<file path="config.mk">
export PLATFORM = sky130hd
export DESIGN_NAME = stopwatch_ctrl
export DESIGN_NICKNAME = d
export VERILOG_FILES = /design/src/rtl/stopwatch_ctrl.sv
export SDC_FILE = /design/constraint.sdc
export NUM_CORES = 1
export LEC_CHECK = 0
export BUFFER_PORTS_ARGS = -buffer_cell sky130_fd_sc_hd__buf_4
export CORE_UTILIZATION = 61
export CTS_BUF_LIST = sky130_fd_sc_hd__clkbuf_16
export CTS_CLUSTER_SIZE = 30
export DETAILED_ROUTE_END_ITERATION = 8
export HOLD_SLACK_MARGIN = 0.02
export PLACE_DENSITY = 0.86
export REMOVE_ABC_BUFFERS = 1
export SKIP_LAST_GASP = 1
export SYNTH_ARGS = -nofsm -noshare
export SYNTH_HDL_FRONTEND = slang
export SYNTH_SLANG_ARGS = --single-unit
</file>
<file path="constraint.sdc">
create_clock -name clk -period 2.6 [get_ports clk]
set_clock_uncertainty 0.15 [all_clocks]
set_input_delay 0 -clock clk [delete_from_list [all_inputs] [get_ports clk]]
set_output_delay 0 -clock clk [all_outputs]
set_load 0.01 [all_outputs]
</file>
<file path="src/rtl/stopwatch_ctrl.sv">
// stopwatch_ctrl: run/pause/lap/clear sequencer with built-in 0.1 s tick prescaler and long-press clear
// Define STOPWATCH_LAP_TIMEOUT_EN to auto-release the lap view after LAP_HOLD_TICKS ticks
module stopwatch_ctrl #(
   parameter int TICK_DIV       = 10_000_000,
   parameter int LONG_CYCLES    = 200_000_000,
   parameter int LAP_HOLD_TICKS = 50
) (
   input  logic       clk,
   input  logic       rst,
   input  logic       btn_start,
   input  logic       btn_lap,
   output logic       count_en,
   output logic       count_clr,
   output logic       lap_latch,
   output logic       show_lap,
   output logic [1:0] state
);
   localparam int PW = $clog2(TICK_DIV);
   localparam int HW = $clog2(LONG_CYCLES + 1);
   localparam logic [PW-1:0] PRE_LAST = PW'(TICK_DIV - 1);
   localparam logic [HW-1:0] HOLD_MAX = HW'(LONG_CYCLES);
   localparam logic [HW-1:0] HOLD_LAST = HW'(LONG_CYCLES - 1);
   typedef enum logic [1:0] {IDLE = 2'b00, RUNNING = 2'b01, PAUSED = 2'b10, LAP = 2'b11} state_t;
   state_t st, st_nx;
   logic start_q, start_p, lap_q, lap_p;
   logic [PW-1:0] pre, pre_nx;
   logic [HW-1:0] hold, hold_nx;
   logic ev_s, ev_ls, ev_ll, ev_to, run_now, run_nx, tick_nx, clr_nx, latch_nx;
   if (TICK_DIV < 2 || LONG_CYCLES < 2 || LAP_HOLD_TICKS < 1) begin : g_bad_cfg
      $error("stopwatch_ctrl: TICK_DIV and LONG_CYCLES must be >= 2, LAP_HOLD_TICKS >= 1");
   end
   // Buttons are sampled once, then edge-detected against the previous sample
   assign ev_s = start_q && !start_p;
   assign ev_ll = lap_q && hold == HOLD_LAST;
   assign ev_ls = !lap_q && lap_p && hold < HOLD_MAX;
   assign run_now = st == RUNNING || st == LAP;
   assign run_nx = st_nx == RUNNING || st_nx == LAP;
`ifdef STOPWATCH_LAP_TIMEOUT_EN
   localparam int TW = $clog2(LAP_HOLD_TICKS + 1);
   logic [TW-1:0] lap_ticks;
   always_ff @(posedge clk) begin
      if (rst || (st_nx == LAP && st != LAP))
         lap_ticks <= '0;
      else if (st == LAP && count_en)
         lap_ticks <= lap_ticks + 1'b1;
   end
   assign ev_to = st == LAP && count_en && lap_ticks == TW'(LAP_HOLD_TICKS - 1);
`else
   assign ev_to = 1'b0;
`endif
   always_comb begin
      st_nx = st;
      clr_nx = 1'b0;
      latch_nx = 1'b0;
      if (ev_ll) begin
         st_nx = IDLE;
         clr_nx = 1'b1;
      end else if (ev_s) begin
         st_nx = run_now ? PAUSED : RUNNING;
      end else if (ev_ls || ev_to) begin
         st_nx = st == RUNNING ? LAP : st == LAP ? RUNNING : IDLE;
         clr_nx = st == PAUSED;
         latch_nx = st == RUNNING;
      end
   end
   // Prescaler only advances across edges that stay in a counting state, so a pause keeps the fraction
   assign tick_nx = run_now && run_nx && pre == PRE_LAST;
   assign pre_nx = st_nx == IDLE ? '0 : !(run_now && run_nx) ? pre : pre == PRE_LAST ? '0 : pre + 1'b1;
   assign hold_nx = !lap_q ? '0 : hold == HOLD_MAX ? hold : hold + 1'b1;
   always_ff @(posedge clk) begin
      if (rst) begin
         st <= IDLE;
         pre <= '0;
         hold <= '0;
         count_en <= 1'b0;
         count_clr <= 1'b0;
         lap_latch <= 1'b0;
         show_lap <= 1'b0;
         start_q <= btn_start;
         start_p <= btn_start;
         lap_q <= btn_lap;
         lap_p <= btn_lap;
      end else begin
         st <= st_nx;
         pre <= pre_nx;
         hold <= hold_nx;
         count_en <= tick_nx;
         count_clr <= clr_nx;
         lap_latch <= latch_nx;
         show_lap <= st_nx == LAP;
         start_q <= btn_start;
         start_p <= start_q;
         lap_q <= btn_lap;
         lap_p <= lap_q;
      end
   end
   assign state = st;
endmodule

</file>
## Word-level counts from Yosys, hierarchy flattened

Index checks and enable logic that the tools add are counted.

- Add/subtract/negate cells: 2
- $lt $le $gt $ge: 1
- Equality and inequality tests: 8
- Mux-type cells: 12
- Bitwise gates (word level): 2
- Reductions and logical operators: 14

Operator list:

| cell | count |
|---|---|
| == test 28 bit (second input constant) | 2 |
| adder 28 x 1 -> 28 bit (second input constant) | 1 |
| < comparator 28 bit (second input constant) | 1 |
| adder 24 x 1 -> 24 bit (second input constant) | 1 |
| == test 24 bit (second input constant) | 1 |
| two-way mux 24 bit | 1 |
| two-way mux 2 bit | 5 |
| == test 2 bit (second input constant) | 3 |
| logical AND 1 bit | 6 |
| two-way mux 1 bit | 6 |
| == test 2 x 1 -> 1 bit (second input constant) | 2 |
| OR reduction 2 bit | 2 |
| OR reduction 4 bit | 1 |
| zero test 1 bit | 2 |
| zero test 2 bit | 1 |
| logical OR 1 bit | 2 |
| inverter 1 bit | 2 |

- Flip-flop bits (word level): 62
- Output and inout bits: 6
- Word-level logic and storage cells: 50

## Longest topological paths before layout

- Depth in word-level cells: 10
- Depth in mapped cells: 8

## Least setup slack after synthesis

OpenSTA, ideal clock, no wires.

- Path kind: reg2reg
- Start: reg hold[24]
- End: reg pre[20]
- Setup time: 0.117 ns
- Arrival: 1.675 ns
- Required time: 2.333 ns
- Path slack: 0.659 ns
- Stages on the path, launching flop included: 8
- Cell sequence: dfxtp_1 > nand4b_4 > or4_4 > o21ai_2 > buf_6 > nor4_1 > xnor2_1 > nor2_1

- Cells in the longest elaborated chain, start to end: 8

RTL lines:

| what | RTL line | source |
|---|---|---|
| start, declared | 27 | `logic [HW-1:0] hold, hold_nx;` |
| start signal, assigned | 86 | `hold <= hold_nx;` |
| < comparator 28 bit | 35 | `assign ev_ls = !lap_q && lap_p && hold < HOLD_MAX;` |
| logical AND 1 bit | 35 |  |
| two-way mux 2 bit | 60 | `end else if (ev_ls \|\| ev_to) begin` |
| two-way mux 2 bit | 58 | `end else if (ev_s) begin` |
| two-way mux 2 bit (*) | 55 | `if (ev_ll) begin` |
| == test 2 x 1 -> 1 bit or == test 2 bit (tied branches) | 37 | `assign run_nx = st_nx == RUNNING \|\| st_nx == LAP;` |
| logical OR 1 bit | 37 |  |
| logical AND 1 bit | 68 | `assign pre_nx = st_nx == IDLE ? '0 : !(run_now && run_nx) ? pre : pre == PRE_LAST ? '0 : pre + 1'b1;` |
| end signal, assigned | 85 | `pre <= pre_nx;` |
| end, declared | 26 | `logic [PW-1:0] pre, pre_nx;` |

Every way passes the cells marked *; elsewhere a longest branch is shown, timed or not.
A chain may end at the register's enable or synchronous reset.

## Worst setup path in the final report

- Start: reg hold[24]
- End: reg pre[7]

Same word-level chain as after synthesis.

==> out/qor.yml <==
outcome:
  outcome: "complete, no violations"
power_and_ir_drop:
  cellLeakagePower_nw: 1.15
  peakVddDrop_mv: 0.519
  power_density_nw_per_um2: 675
  power_w: 0.00226
clocking:
  clock_sinks: 62
  clock_path_buffers: 2
  clock_latency_ps: 330
  post_cts_buffers: 0
  numCtsBuffers: 9
  cts-root-buf: "clkbuf_16"
  clkTransAtPathRegs_ps: 50
  cts_tree: "yes"
  htree_levels: 3
setup_path:
  r2r_setup_slack_ps: 280
  cp-end-kind: "register"
  r2r_cells: 7
  worst_ep_required_time_ps: 2700
  crit_type: "register to register"
  crit_path_max_fanout: 8
  cp.arrival_ps: 2420
  start_kind: "register"
timing:
  fin_tns_setup_ps: 0
  setup_viol: 0
  fin_crit_sh: 0.891
  period_needed_ps: 2320
  hold_viol: 0
  slew-limit-headroom: 0.369
  drv_slew: 0
  rsz0062_at_grt: "no"
  worst_pin_slew_ps: 945
  timing.fmax_ghz: 0.432
grt:
  grt.total_usage: 0.266
  overflow: 0
  grt_pass1_vias: 2331
  grt_pass1_wl_mm: 10.4
  antenna_found_initial: 0
  grt_start_max_net_pins: 30
floorplan:
  die_x_microns: 71.2
  num_io_pins: 10
  core_area_sq_um: 4470
  die_area_sq_um: 5070
  die_h_microns: 71.2
  start_util: 0.652
  rows: 24
place:
  io_buffers: 9
  routabilityCongestion: 0.883
  hpwlAfterDp_mm: 4.08
detailed_routing:
  avgViaCountPerCell: 5.94
  vias: 2466
  dr.pass1.iters: 4
  initialDrtViolationCount: 171
  drt-total-wl_mm: 6.05
  remaining_drc_errors: 0
  routedWlPerCell_microns: 14.6
  antenna_left: 0
final_layout:
  diodes: 0
  multi_input_area_sq_um: 1600
  seq_area_sq_um: 1240
  nets: 365
  final_layout_size_suffix_gt1_frac: 0.0964
  nFillCells: 312
  syn_to_final_growth_pct: 14.9
worst_hold_path:
  hold_depth: 2
  hold_path.class: "input port to register"
logic_synthesis:
  yosys_warnings: 0
  synth-seq-area-share: 0.425
  synth_edf_count: 0
  async_flop_share: 0
  netlist.area_leader.share: 0.425
  synth_area_per_cell_sq_um: 8.59
  synth_cell_types: 42
  synthCells: 340
  netlist_area_sq_um: 2920
  ys_ff_latch: 62
  yosysTopAreaCell: "dfxtp_1"
  ys.flop_type: "dfxtp_1"
  synth_area_leaders: "dfxtp_1, nor2_1, xnor2_1"
run:
  cap_violations: 0
cells by family (layout without fill, tap and decap cells):
kind of cell | after synthesis | after routing | share of synthesized area
buffers and inverters | 14 | 37 | 0.0261
AO/OA/AOI/OAI | 22 | 22 | 0.0472
adder cells (fa/ha/maj) | 3 | 3 | 0.0129
multiplexers | 2 | 2 | 0.00729
XOR/XNOR | 45 | 45 | 0.135
flip-flops | 62 | 62 | 0.425
AND/OR/NAND/NOR | 192 | 192 | 0.346
Yosys cell counts, types with 2 or more instances:
library cell,count
a21oi_1,8
and2_1,5
and3_1,8
and4_1,7
buf_6,3
clkbuf_1,3
dfxtp_1,62
ha_1,3
inv_1,7
nand2_1,28
nand3_1,15
nand3_2,5
nand3b_1,3
nand4_1,13
nand4b_1,2
nor2_1,64
nor2b_1,2
nor3_1,16
nor4_1,7
nor4b_1,2
o21a_1,3
o21ai_0,4
or3_1,7
or4_1,2
xnor2_1,25
xor2_1,20
power breakdown:
part           total (W)  internal [W]  switching [W]  leakage [nW]
registers       0.000967      0.000960     0.00000661         0.501
logic          0.0000722     0.0000248      0.0000473         0.493
clock network    0.00123      0.000823       0.000403         0.159
total            0.00226       0.00181       0.000456          1.15
path summary, 6_finish.rpt:
check	start	to
worst min register to register	hold[15]	hold[15]
worst min-delay path	btn_start	start_q
worst max-delay path	hold[24]	pre[7]
worst max register to register	hold[24]	pre[7]
through the flow:
step	instances	hold slack (ps)	util	cell area, sq um	setup slack, ps
detailed placement	396	-32.8	0.674	3020	370
global route	415	174	0.749	3350	175
floorplan	333	-122	-	2870	578
global placement	396	-38.3	0.674	3020	400
finish	415	179	0.749	3350	283
CTS	415	177	0.749	3350	314
layer usage:
metal / routed length, microns / up-vias / GRT usage / share of wire
met5: 0 / - / 0 / 0
met4: 133 / 0 / 0.109 / 0.022
met3: 418 / 14 / 0.0926 / 0.069
met2: 2800 / 74 / 0.417 / 0.46
met1: 2700 / 1164 / 0.335 / 0.45
li1: - / 1214 / - / -
area by class of cell:
class,count,area share
Clock buffer,9,0.0672
Clock inverter,7,0.0243
Inverter,7,0.00784
Multi-Input combinational cell,264,0.478
Sequential cell,62,0.370
Tap cell,52,0.0194
Timing Repair Buffer,14,0.0336
placed cells by master, fill, tap and decap left out, types with 8 or more instances in the layout:
cell type / count
dfxtp_1: 62
nor3_1: 16
xor2_1: 20
and3_1: 8
nand2_1: 28
nand4_1: 13
nand3_1: 15
a21oi_1: 8
inv_1: 9
buf_4: 11
xnor2_1: 25
nor2_1: 64
clkbuf_16: 9
registers in the layout (all words and copies together), names as in the netlist:
| signal | flops |
|---|---|
| lap_q | 1 |
| count_en | 1 |
| show_lap | 1 |
| state | 2 |
| hold | 28 |
| count_clr | 1 |
| start_q | 1 |
| start_p | 1 |
| pre | 24 |
| lap_p | 1 |
| lap_latch | 1 |
what timing repair did:
action | in CTS | in global routing
endpoints found under the hold margin | 10 | 0
resized for setup | 0 | 0
hold buffers | 3 | 0
worst max-delay path, stage by stage (launching register included):
cell,delay (ps)
dfxtp_1,430
nand4b_4,150
or4_4,570
o21ai_2,360
buf_4,230
nor3_1,70
xnor2_1,130
nor2_1,150
Note: power is estimated with default switching activity, not from simulation.
